File: src/rtl/sap_sequencer.sv
// sap_sequencer: controller/sequencer for the 8-bit bus computer.
// A one-hot T-state ring steps fetch (T1-T3) and execute (T4-T6).
// The control word is decoded combinationally from the ring state and the opcode.
// HLT is sticky and is cleared only by RESET.
// Optional feature: define SEQ_EARLY_END_EN so that each instruction returns to T1
// right after its last T-state that carries strobes.
module sap_sequencer #(
  parameter int NT  = 6,  // ring length; the decode below assumes exactly 6
  parameter int OPW = 4
) (
  input  logic           CLK,
  input  logic           RESET,
  input  logic           run,
  input  logic [OPW-1:0] opcode,
  output logic [NT-1:0]  t_state,
  output logic           inc_PC,
  output logic           OE_PC,
  output logic           WE_MAR,
  output logic           OE_RAM,
  output logic           WE_IR,
  output logic           OE_IR,
  output logic           WE_Acc,
  output logic           OE_Acc,
  output logic           WE_Breg,
  output logic           SUB,
  output logic           OE_ALU,
  output logic           WE_OR,
  output logic           HLT
);

  // Ring encodings: all-zero is idle/halted, bit0 is T1.
  typedef enum logic [NT-1:0] {
    S_IDLE = 6'b000000,
    S_T1   = 6'b000001,
    S_T2   = 6'b000010,
    S_T3   = 6'b000100,
    S_T4   = 6'b001000,
    S_T5   = 6'b010000,
    S_T6   = 6'b100000
  } state_t;

  localparam logic [OPW-1:0] OP_LDA = OPW'(4'h0);
  localparam logic [OPW-1:0] OP_ADD = OPW'(4'h1);
  localparam logic [OPW-1:0] OP_SUB = OPW'(4'h2);
  localparam logic [OPW-1:0] OP_OUT = OPW'(4'hE);
  localparam logic [OPW-1:0] OP_HLT = OPW'(4'hF);

`ifdef SEQ_EARLY_END_EN
  localparam logic EARLY_END = 1'b1;
`else
  localparam logic EARLY_END = 1'b0;
`endif

  state_t state_reg, state_next;
  logic   hlt_reg, hlt_next;
  logic   is_alu_op;
  logic   is_lda;

  assign is_lda    = (opcode == OP_LDA);
  assign is_alu_op = (opcode == OP_ADD) || (opcode == OP_SUB);

  // State register: ring position and sticky halt flag.
  always_ff @(posedge CLK or posedge RESET) begin
    if (RESET) begin
      state_reg <= S_IDLE;
      hlt_reg   <= 1'b0;
    end else begin
      state_reg <= state_next;
      hlt_reg   <= hlt_next;
    end
  end

  // Next-state logic. The ring is frozen when run=0, and it stays frozen for good once halted.
  always_comb begin
    state_next = state_reg;
    hlt_next   = hlt_reg;
    if (run && !hlt_reg) begin
      unique case (state_reg)
        S_IDLE: state_next = S_T1;
        S_T1:   state_next = S_T2;
        S_T2:   state_next = S_T3;
        S_T3:   state_next = S_T4;
        S_T4: begin
          if (opcode == OP_HLT) begin
            state_next = S_IDLE;
            hlt_next   = 1'b1;
          end else if (EARLY_END && !is_lda && !is_alu_op) begin
            // OUT and NOP carry no strobes after T4.
            state_next = S_T1;
          end else begin
            state_next = S_T5;
          end
        end
        S_T5:   state_next = (EARLY_END && is_lda) ? S_T1 : S_T6;
        S_T6:   state_next = S_T1;
        default: state_next = S_IDLE;
      endcase
    end
  end

  // Control word decode. Everything is forced low while frozen or halted, and at most one OE_* is high.
  always_comb begin
    inc_PC  = 1'b0;
    OE_PC   = 1'b0;
    WE_MAR  = 1'b0;
    OE_RAM  = 1'b0;
    WE_IR   = 1'b0;
    OE_IR   = 1'b0;
    WE_Acc  = 1'b0;
    OE_Acc  = 1'b0;
    WE_Breg = 1'b0;
    SUB     = 1'b0;
    OE_ALU  = 1'b0;
    WE_OR   = 1'b0;
    if (run && !hlt_reg) begin
      unique case (state_reg)
        S_T1: begin
          OE_PC  = 1'b1;
          WE_MAR = 1'b1;
        end
        S_T2: inc_PC = 1'b1;
        S_T3: begin
          OE_RAM = 1'b1;
          WE_IR  = 1'b1;
        end
        S_T4: begin
          if (is_lda || is_alu_op) begin
            OE_IR  = 1'b1;
            WE_MAR = 1'b1;
          end else if (opcode == OP_OUT) begin
            OE_Acc = 1'b1;
            WE_OR  = 1'b1;
          end
        end
        S_T5: begin
          if (is_lda) begin
            OE_RAM = 1'b1;
            WE_Acc = 1'b1;
          end else if (is_alu_op) begin
            OE_RAM  = 1'b1;
            WE_Breg = 1'b1;
            // SUB is asserted a T-state early so that the ALU has settled before the T6 capture.
            SUB     = (opcode == OP_SUB);
          end
        end
        S_T6: begin
          if (is_alu_op) begin
            OE_ALU = 1'b1;
            WE_Acc = 1'b1;
            SUB    = (opcode == OP_SUB);
          end
        end
        default: ;
      endcase
    end
  end

  assign t_state = state_reg;
  assign HLT     = hlt_reg;

endmodule

File: config.mk
export PLATFORM = sky130hd
export DESIGN_NAME = sap_sequencer
export DESIGN_NICKNAME = d
export VERILOG_FILES = /design/src/rtl/sap_sequencer.sv
export SDC_FILE = /design/constraint.sdc
export NUM_CORES = 1
export LEC_CHECK = 0
export BUFFER_PORTS_ARGS = -buffer_cell sky130_fd_sc_hd__buf_4
export CAP_MARGIN = 25
export CORE_MARGIN = 2
export CORE_UTILIZATION = 30
export CTS_BUF_LIST = sky130_fd_sc_hd__clkbuf_4 sky130_fd_sc_hd__clkbuf_8
export CTS_CLUSTER_DIAMETER = 150
export DETAILED_ROUTE_END_ITERATION = 10
export MAX_ROUTING_LAYER = met4
export PLACE_DENSITY = 0.66
export SLEW_MARGIN = 0
export SYNTH_ARGS = -nofsm -noshare
export SYNTH_HDL_FRONTEND = slang
export SYNTH_SLANG_ARGS = --single-unit
export TNS_END_PERCENT = 100
File: constraint.sdc
create_clock -name CLK -period 3 [get_ports CLK]
set_input_delay 0.3 -clock CLK [delete_from_list [all_inputs] [get_ports CLK]]
set_output_delay 0.3 -clock CLK [all_outputs]
set_load 0.005 [all_outputs]
# After elaboration in Yosys (flattened, before gate mapping)
# Cells that the tools add are included.
# totals
ff_bits	7
output_inout_bits	19
wordCells	53
# classes
n_eq_ne	10
n_mux	33
n_reduce_logical	8
# op_table
operator	n
case mux 6 bit (6 select lines)	1
two-way mux 1 bit	27
equality test 4 bit (second input constant)	2
case mux 1 bit (2 select lines)	4
equality test 6 x 1 -> 1 bit (second input constant)	1
equality test 6 x 2 -> 1 bit (second input constant)	1
equality test 6 x 3 -> 1 bit (second input constant)	1
equality test 6 x 4 -> 1 bit (second input constant)	1
equality test 6 x 5 -> 1 bit (second input constant)	1
equality test 6 bit (second input constant)	1
logical NOT 6 bit	1
two-way mux 5 bit	1
equality test 4 x 1 -> 1 bit (second input constant)	1
equality test 4 x 2 -> 1 bit (second input constant)	1
logical NOT 4 bit	1
AND reduction 3 bit	1
logical OR 1 bit	2
OR reduction 2 bit	1
logical AND 1 bit	1
logical NOT 1 bit	1

# Logic depth before layout (Yosys ltp)
# Gate-level depths: netlist of run 1.
# depth
word_depth	6
depth_mapped	4

# Worst setup path before layout of run 1
# OpenSTA, ideal clock, no wires.
# synth_path
path_kind	reg2out
from	reg state_reg[1], in the netlist t_state[1]
to	out WE_OR
t_arrival_ps	1366
required_ps	2700
slack_ps	1334
path_stages_with_launch	5
path_buffers	1
path_cell_list	dfrtp_1 nor4b_4 nand3_1 nor3_1 buf_4
# synth_between
elab_chain_len	3
# synth_rtl
item	line	text
start: declaration	54	state_t state_reg, state_next;
start signal: assignment	68	state_reg <= state_next;
equality test 6 x 4 -> 1 bit	--	
two-way mux 1 bit (2 in series)	--	
end: declaration	27	output logic WE_OR,
# Every way passes these cells.

# Final worst setup path of run 1
# layout_path
from	reg state_reg[1], in the netlist t_state[1]
to	out SUB
# layout_between
elab_chain_len	3
elab_cells_between_ends	4
# layout_rtl
item	line	text
equality test 6 bit or equality test 6 x 5 -> 1 bit (tied branches)	116	unique case (state_reg)
case mux 1 bit (2 select lines) (*)	116	
two-way mux 1 bit (*)	115	if (run && !hlt_reg) begin
end: declaration	25	output logic SUB,
# Every way passes the cells marked *; elsewhere a longest branch is shown, timed or not.

==> metrics.cfg, run 1 <==
[worst_setup_path]
path_max_fanout=6
cpPeakStageDelay_ps=430
r2r-start=t_state[1]
crit_type=reg -> out
end_kind=primary output
critPathRequiredTime_ps=2700
endpoint=SUB
reg2reg_depth=3
cp_top_family=simple AND/OR/NAND/NOR gates
cp.arrival_ps=1710
critical_path_depth=4
rr_endpoint=t_state[4]
r2r_slack_ps=1670
start_kind=register
cp_slowest_cell=dfrtp_1
timing.critical_path.from=t_state[1]
crit_chain=nor4b_4, nand3_2, nor4b_2, buf_4
worst-path-buf-inv=1

[timing]
fmaxAchievable_ghz=0.498
fin_crit_sh_pct=66.9
slew_violations=0
fin_crit_ps=2010
rsz0062_at_grt=false
hold_violations=0
tightest_slew_ps=361
fin_tns_setup_ps=0
max_slew_margin_pct=75.7
whs_ps=486
fin_worst_skew_ps=1.79
setup-violations-final=0

[die]
die_w_um=43.9
start_util_pct=31.7
row_count=14
io_pins=26
die_h_um=43.9
die_area_um2=1930
coreArea_um2=1510

[place]
dp_hpwl_um=908
gp_congestion=0.777
numPortBuffers=25

[flow_run]
cap_violations=0

[power]
cellPowerDensity_nw_per_um2=663
power_leakage_uw=0.000374
ir_drop_uv=350

[grt]
grt_pass1_vias=445
grt_pass1_wl_um=1770
grt_max_degree=9
grt_overflow=0
track_usage_pct=13.0
antenna_found_initial=0

[logic_synthesis]
synth_top_area_share_pct=36.6
synthesis.instances=58
syn_area_um2=478
ys_ff_latch=7
avgSynthCellArea_um2=8.24
ys_warn_count=0
syn-num-nets=65
synthTopCellsByArea=dfrtp_1 (37%), nand2_1 (7.9%), nor2_1 (6.3%), nor4b_4 (5.0%), o21ai_0 (4.2%)
yosys.cell_types.count=26
synth_top_cell_by_area=dfrtp_1
ys_seq_area_share_pct=36.6

[cells_and_area]
drive_gt1_share_pct=36.8
final_cell_mix=buf_4 (25), nand2_1 (10), nor2_1 (8)
n_antenna_cell=0
nets=95
final_common_cell=buf_4
syn_to_final_growth_pct=50.3

[clock_tree]
cts-root-buf=clkbuf_4
clk_latency_ps=240
cts_hold_buf=1
cts-buffers-inserted=3
htree_levels=1
cts_num_sinks=7
post-cts-setup-buffer-count=0
cts_tree=done
cts_buffer_depth=2
post_cts_resized=0
cts.clk_slew.worst_paths_ps=50

[worst_hold_path]
hold_class=in -> reg

[routing]
via_count=499
drc_errors=0
post_drt_wl_per_cell_um=11.0
viasPerCell=4.84
drtIter0Drc=5
antenna_left=0
routed_wl_um=1130
first_pass_iters=4

[outcome]
status=completed

==> area by class of cell <==
class	count	area [um^2]
fillers	164	788
multi-input cells	47	284
repair buffers	26	198
flip-flops and latches	7	175
clock buffers	4	30.0
well taps	16	20.0
inverters	3	11.3
==> synthesized netlist by cell type <==
| master | count |
|---|---|
| nor2_1 | 8 |
| nor3_1 | 1 |
| nor2b_1 | 3 |
| inv_1 | 3 |
| nor4_1 | 1 |
| o21ai_0 | 4 |
| dfrtp_1 | 7 |
| a21o_1 | 1 |
| nand3b_1 | 1 |
| and3_1 | 1 |
| a21oi_1 | 1 |
| xor2_1 | 1 |
| nor3b_1 | 1 |
| nor4b_4 | 1 |
| nand3_1 | 3 |
| nor4b_2 | 1 |
| or3_1 | 1 |
| nand2b_1 | 2 |
| o31ai_1 | 1 |
| xnor2_1 | 1 |
| buf_4 | 1 |
| nand2_1 | 10 |
| a31oi_1 | 1 |
| a41o_1 | 1 |
| nand4b_1 | 1 |
| nand3_2 | 1 |
==> report_power, final <==
group / switching, uW / internal [uW]
sequential: 48.6 / 123
combinational: 98.3 / 117
clock: 30.3 / 59.5
total: 177 / 299
==> through the flow <==
stage / instance area, um^2 / setup slack [ps] / util, % / std cells / total power, uW
3_5_place_dp: 678 / 1250 / 45.0 / 98 / 388
6_report: 718 / 993 / 47.7 / 103 / 477
2_1_floorplan: 478 / 1330 / - / 58 / 284
5_1_grt: 718 / 838 / 47.7 / 103 / 517
3_3_place_gp: 678 / 1270 / 45.0 / 98 / 388
4_1_cts: 718 / 970 / 47.7 / 103 / 484
==> cell families (layout without fill, tap and decap cells) <==
kind of cell	count (synthesis)	after routing	share of synthesized area [%]
and+or+nand+nor	36	36	44.0
AOI/OAI and AO/OA	9	9	11.8
DFF	7	7	36.6
buffers and inverters	4	33	3.93
xor gates and xnor gates	2	2	3.67
==> worst min-delay path by stage <==
stage	startpoint	to	slack (ps)	cells after the start
5_1_grt	run	t_state[3]	500	4
2_1_floorplan	RESET	HLT	100	1
3_5_place_dp	RESET	t_state[1]	240	2
6_report	run	t_state[3]	490	4
3_3_place_gp	RESET	HLT	240	2
4_1_cts	run	t_state[3]	470	4
==> worst register-to-register path, delay by kind of cell (launching register included) <==
kind	cells	cell delay [ps]
flops	1	430
compound gates	1	210
simple gates	2	610
==> layer usage <==
metal	GRT usage, %	part of all wire [%]
met1	15.5	45
met5	-	0
met2	20.3	50
met3	1.25	4.4
met4	9.09	0.62
==> sequential cells by signal (all words and copies together), names as in the netlist <==
| signal | flops |
|---|---|
| HLT | 1 |
| t_state | 6 |
(Power assumes the default switching activity.)
==> run 2, diff against run 1 <==
Settings changed: PLACE_DENSITY 0.66 to 0.68.
Clock period 3 ns to 1.6 ns, I/O delays scaled along.
==> run 2 against run 1 <==
The run now ends with negative setup slack left. Critical endpoint is now WE_Breg. Flip-flop and latch count did not move. Utilization is 14 points higher. Die area stayed put. Non-clock buffer count up 17. Final cell count is 17% higher. Worst setup slack got worse by 1100 ps. Highest routed layer unchanged. Clock skew about the same.
==> metrics.cfg, run 2 (synthesized netlist as in run 1, its figures left out) <==
[place]
numPortBuffers=25  ; unchanged
preCtsSetupSlack_ps=87.8  ; was 1250 ps
dp_hpwl_um=1070  ; was 908 um
post_dp_cell_area_um2=738  ; was 678 um^2
gp_congestion=0.822  ; was 0.777

[routing]
post_drt_wl_per_cell_um=12.5  ; was 11.0 um
first_pass_iters=2  ; was 4
viasPerCell=4.96  ; was 4.84
antenna_left=0  ; unchanged
drtIter0Drc=10  ; was 5
routed_wl_um=1500  ; was 1130 um
drc_errors=0  ; unchanged
via_count=595  ; was 499

[worst_setup_path]
cp.arrival_ps=1580  ; was 1710 ps
end_kind=primary output  ; unchanged
crit_type=reg -> out  ; unchanged
cpPeakStageDelay_ps=400  ; was 430 ps
cp_slowest_cell=dfrtp_1  ; unchanged
cp_common_cell=buf_4
timing.critical_path.from=t_state[1]  ; unchanged
reg2reg_depth=6  ; was 3
path_max_fanout=4  ; was 6
worst-path-buf-inv=2  ; was 1
critical_path_depth=5  ; was 4
start_kind=register  ; unchanged
r2r_slack_ps=150  ; was 1670 ps
cp_top_family=simple AND/OR/NAND/NOR gates  ; unchanged
critPathRequiredTime_ps=1440  ; was 2700 ps
crit_chain=nor4b_4, nand3_2, buf_4, nor3b_2, buf_4  ; was nor4b_4, nand3_2, nor4b_2, buf_4
r2r-start=t_state[1]  ; unchanged

[clock_tree]
cts-root-buf=clkbuf_4  ; unchanged
clk_latency_ps=240  ; about the same
cts_buffer_depth=2  ; unchanged
cts-buffers-inserted=3  ; unchanged
cts.clk_slew.worst_paths_ps=50  ; about the same
htree_levels=1  ; unchanged
cts_tree=done  ; unchanged
cts_num_sinks=7  ; unchanged

[flow_run]
cap_violations=0  ; unchanged

[grt]
grt_pass1_vias=575  ; was 445
antenna_found_initial=0  ; unchanged
grt_pass1_wl_um=2350  ; was 1770 um
track_usage_pct=17.0  ; was 13.0%
grt_overflow=0  ; unchanged
grt_max_degree=8  ; was 9

[timing]
hold_violations=0  ; unchanged
fin_crit_sh_pct=109
fin_worst_skew_ps=1.97  ; was 1.79 ps
tightest_slew_ps=359  ; was 361 ps
fin_tns_setup_ps=-862  ; was 0 ps
slew_violations=0  ; unchanged
fin_crit_ps=1740
rsz0062_at_grt=true  ; was false
setup_slack_ps=-141  ; was 993 ps
setup-violations-final=10  ; was 0
max_slew_margin_pct=76.0  ; was 75.7%
fmaxAchievable_ghz=0.574

[power]
power_frac_comb_pct=63.4  ; was 45.1%
internal_power_uw=781  ; was 299 uW
power_switching_uw=433  ; was 177 uW
cellPowerDensity_nw_per_um2=1310  ; was 663 nW/um^2
ir_drop_uv=611  ; was 350 uV
power_leakage_uw=0.000472  ; was 0.000374 uW
swShare_pct=35.7  ; was 37.2%
power_uw=1210  ; was 477 uW
clkPwrFrac_pct=13.8  ; was 18.8%
p_seq_share_pct=22.8  ; was 36.0%

[cells_and_area]
final_cell_mix=buf_4 (39), nand2_1 (8), dfrtp_1 (6), nor2_1 (6)  ; was buf_4 (25), nand2_1 (10), nor2_1 (8)
largest_reg_flops=6  ; unchanged
drive_gt1_share_pct=57.7  ; was 36.8%
n_antenna_cell=0  ; unchanged
syn_to_final_growth_pct=93.2  ; was 50.3%
nets=112  ; was 95
finalInstanceArea_um2=923  ; was 718 um^2
final_common_cell=buf_4  ; unchanged

[die]
die_area_um2=1930  ; unchanged
io_pins=26  ; unchanged
die_w_um=43.9  ; unchanged
die_h_um=43.9  ; unchanged
coreArea_um2=1510  ; unchanged
start_util_pct=31.7  ; unchanged
row_count=14  ; unchanged

[worst_hold_path]
holdPathStages=4  ; unchanged
worstHoldStart=run  ; unchanged
hold_class=in -> reg  ; unchanged

[outcome]
status=finished with violations  ; was completed
violations=negative setup slack

-- run 2: layout make-up --
cell class                      count  area [um^2]
Fill cell                         131          583
Multi-Input combinational cell     47          349
Timing Repair Buffer               43          337
Sequential cell                     7          176
Clock buffer                        4         30.0
Tap cell                           16         20.0
Inverter                            3         11.3
-- run 2: worst reg2reg max path, cell delays in order (launching register included) --
cell     delay [ps]
dfrtp_1         400
nor4b_4         350
buf_4           180
buf_6           100
and3_4          180
buf_4           110
a21o_1           80
-- run 2: final timing paths --
| path | endpoint |
|---|---|
| worst max-delay path | WE_Breg |
| worst min-delay path | t_state[3] |
| worst max register to register | t_state[1] |
| worst min register to register | t_state[0] |
| max in group asynchronous | t_state[5] |
| min in group asynchronous | t_state[4] |
-- run 2: routing by layer --
layer	part of all wire [%]	vias up	global-route usage, %
li1	-	293	-
met1	38	279	17.0
met2	54	21	30.3
met3	6.5	2	2.08
met4	1.4	0	11.5
met5	0	-	-
-- run 2: power groups by stage --
stage / clock (uW) / sequential [uW] / combinational (uW)
after detailed placement: 0 / 279 / 571
final: 167 / 277 / 770
after floorplan: 0 / 315 / 217
after CTS: 177 / 276 / 720
after global placement: 0 / 278 / 566
after global routing: 200 / 279 / 833
-- run 2: metrics by stage --
stage	util, %	cells	hold WS (ps)
3_3_place_gp	49.0	106	98.7
5_1_grt	61.3	120	350
3_5_place_dp	49.0	106	103
6_report	61.3	120	348
2_1_floorplan	-	58	-36.6
4_1_cts	59.0	117	338
-- run 2: repair_timing --
| item | CTS | global route |
|---|---|---|
| hold buffers | 1 | 0 |
| setup buffers | 6 | 3 |
| resized for setup | 15 | 2 |
| endpoints found under the setup margin | 11 | 11 |
| pin swaps | 8 | 2 |
| endpoints found under the hold margin | 7 | 0 |
==> run 3, diff against run 2 <==
==> constraint.sdc (replaced) <==
create_clock -name CLK -period 1.6 [get_ports CLK]
set_input_delay 0.24 -clock CLK [delete_from_list [all_inputs] [get_ports CLK]]
set_output_delay 0.24 -clock CLK [all_outputs]
set_load 0.005 [all_outputs]
==> run 3 against run 2 <==
The run still ends with negative setup slack left. Non-clock buffer count stayed put. Routed wire length grew 11%. Global-route usage increased by 1.1 points. Worst setup slack got worse by 160 ps. Die area stayed put. Utilization rose by 2.0 points. Critical path depth up 1.
==> metrics.cfg, run 3 (synthesized netlist as in run 1, its figures left out) <==
[worst_setup_path]
critPathRequiredTime_ps=1360  ; was 1440 ps
crit_type=reg -> out  ; unchanged
r2r_slack_ps=20  ; was 150 ps
end_kind=primary output  ; unchanged
reg2reg_depth=7  ; was 6
cpPeakStageDelay_ps=410  ; was 400 ps
cp_common_cell=buf_4  ; unchanged
cp_slowest_cell=dfrtp_1  ; unchanged
cp.arrival_ps=1660  ; was 1580 ps
rr_endpoint=t_state[1]  ; unchanged
crit_chain=nor4b_4, buf_4, buf_6, nand3_4, nor3_4, buf_4  ; was nor4b_4, nand3_2, buf_4, nor3b_2, buf_4
path_max_fanout=3  ; was 4
start_kind=register  ; unchanged
r2r-start=HLT  ; was t_state[1]

[place]
gp_congestion=0.767  ; was 0.822
dp_hpwl_um=1050  ; was 1070 um
post_dp_cell_area_um2=743  ; was 738 um^2
numPortBuffers=25  ; unchanged
preCtsSetupSlack_ps=-1.83  ; was 87.8 ps
dp_cells=106  ; unchanged

[timing]
fin_crit_ps=1900  ; was 1740 ps
setup-violations-final=12  ; was 10
fin_tns_setup_ps=-2390  ; was -862 ps
hold_violations=0  ; unchanged
fmaxAchievable_ghz=0.527  ; was 0.574 GHz
fin_crit_sh_pct=119  ; was 109%
tightest_slew_ps=307  ; was 359 ps
max_slew_margin_pct=79.5  ; was 76.0%
fin_worst_skew_ps=3.48  ; was 1.97 ps
rsz0062_at_grt=true  ; unchanged
slew_violations=0  ; unchanged
setup_slack_ps=-297  ; was -141 ps

[cells_and_area]
final_common_cell=buf_4  ; unchanged
n_antenna_cell=0  ; unchanged
nets=112  ; unchanged
final_cell_mix=buf_4 (37), nand2_1 (9), dfrtp_1 (6)  ; was buf_4 (39), nand2_1 (8), dfrtp_1 (6), nor2_1 (6)
largest_reg_flops=6  ; unchanged
post-route-util_pct=63.3  ; was 61.3%
syn_to_final_growth_pct=99.5  ; was 93.2%
stdcell_count=120  ; unchanged
finalInstanceArea_um2=953  ; was 923 um^2
drive_gt1_share_pct=61.5  ; was 57.7%

[power]
clkPwrFrac_pct=13.2  ; was 13.8%
power_leakage_uw=0.000481  ; was 0.000472 uW
power_switching_uw=473  ; was 433 uW
cellPowerDensity_nw_per_um2=1340  ; was 1310 nW/um^2
internal_power_uw=808  ; was 781 uW
power_frac_comb_pct=63.2  ; was 63.4%
p_seq_share_pct=23.5  ; was 22.8%
ir_drop_uv=826  ; was 611 uV
swShare_pct=36.9  ; was 35.7%

[grt]
grt_max_degree=8  ; unchanged
grt_overflow=0  ; unchanged
antenna_found_initial=0  ; unchanged
track_usage_pct=18.1  ; was 17.0%
grt_pass1_wl_um=2460  ; was 2350 um
grt_pass1_vias=565  ; was 575

[routing]
antenna_left=0  ; unchanged
routed_wl_um=1670  ; was 1500 um
post_drt_wl_per_cell_um=13.9  ; was 12.5 um
via_count=590  ; was 595
first_pass_iters=4  ; was 2
drc_errors=0  ; unchanged
viasPerCell=4.92  ; was 4.96
drtIter0Drc=17  ; was 10

[clock_tree]
cts_tree=done  ; unchanged
cts_num_sinks=7  ; unchanged
cts-buffers-inserted=3  ; unchanged
htree_levels=1  ; unchanged
cts-root-buf=clkbuf_4  ; unchanged
clk_latency_ps=240  ; about the same
cts.clk_slew.worst_paths_ps=50  ; about the same
cts_buffer_depth=2  ; unchanged

[die]
die_w_um=43.9  ; unchanged
row_count=14  ; unchanged
io_pins=26  ; unchanged
start_util_pct=31.7  ; unchanged
die_area_um2=1930  ; unchanged
coreArea_um2=1510  ; unchanged
die_h_um=43.9  ; unchanged

[outcome]
status=finished with violations  ; unchanged
violations=negative setup slack  ; unchanged

[worst_hold_path]
hold_class=in -> async  ; was in -> reg

[flow_run]
cap_violations=0  ; unchanged

run 3: cell type report:
cell class | count | area, um^2
Fill cell | 120 | 553
Tap cell | 16 | 20.0
Timing Repair Buffer | 43 | 344
Multi-Input combinational cell | 47 | 372
Clock buffer | 4 | 30.0
Inverter | 3 | 11.3
Sequential cell | 7 | 176
run 3: worst max-delay path by stage:
stage               slack, ps     end        from
global placement           30     SUB  t_state[1]
detailed placement         -2     SUB  t_state[1]
global route             -360   WE_OR         HLT
CTS                      -280     SUB  t_state[1]
floorplan                  70   WE_OR  t_state[1]
finish                   -300  OE_Acc         HLT
run 3: layer usage:
layer / wire length [um] / track usage (%) / share of wire [%]
met1: 702 / 20.9 / 42
met2: 904 / 29.7 / 54
met3: 52 / 2.92 / 3.1
met4: 8 / 9.70 / 0.48
met5: 0 / - / 0
run 3: timing repair:
item                                   4_1_cts  5_1_grt
setup buffers                                4        5
setup endpoints to repair                   12       12
gates resized for setup                     11       13
gates cloned                                 0        0
endpoints found under the hold margin        7        0
pin swaps                                    9        5
hold buffers                                 1        0
run 3: critical path: cells and delay by family, from the launching register on:
kind,cells,cell delay (ps)
DFF,1,410
and+or+nand+nor,3,590
buffers and inverters,3,400
run 3: stage by stage:
stage	total power, uW	hold slack (ps)
global route	1360	469
finish	1280	469
global placement	840	180
detailed placement	850	180
CTS	1170	422
floorplan	532	43.4
run 3: power by group through the flow:
stage                     logic, uW  registers [uW]  clock network [uW]
after floorplan                 217             315                   0
after global routing            856             305                 195
after global placement          556             284                   0
after CTS                       702             290                 176
after detailed placement        562             288                   0
final                           810             301                 170
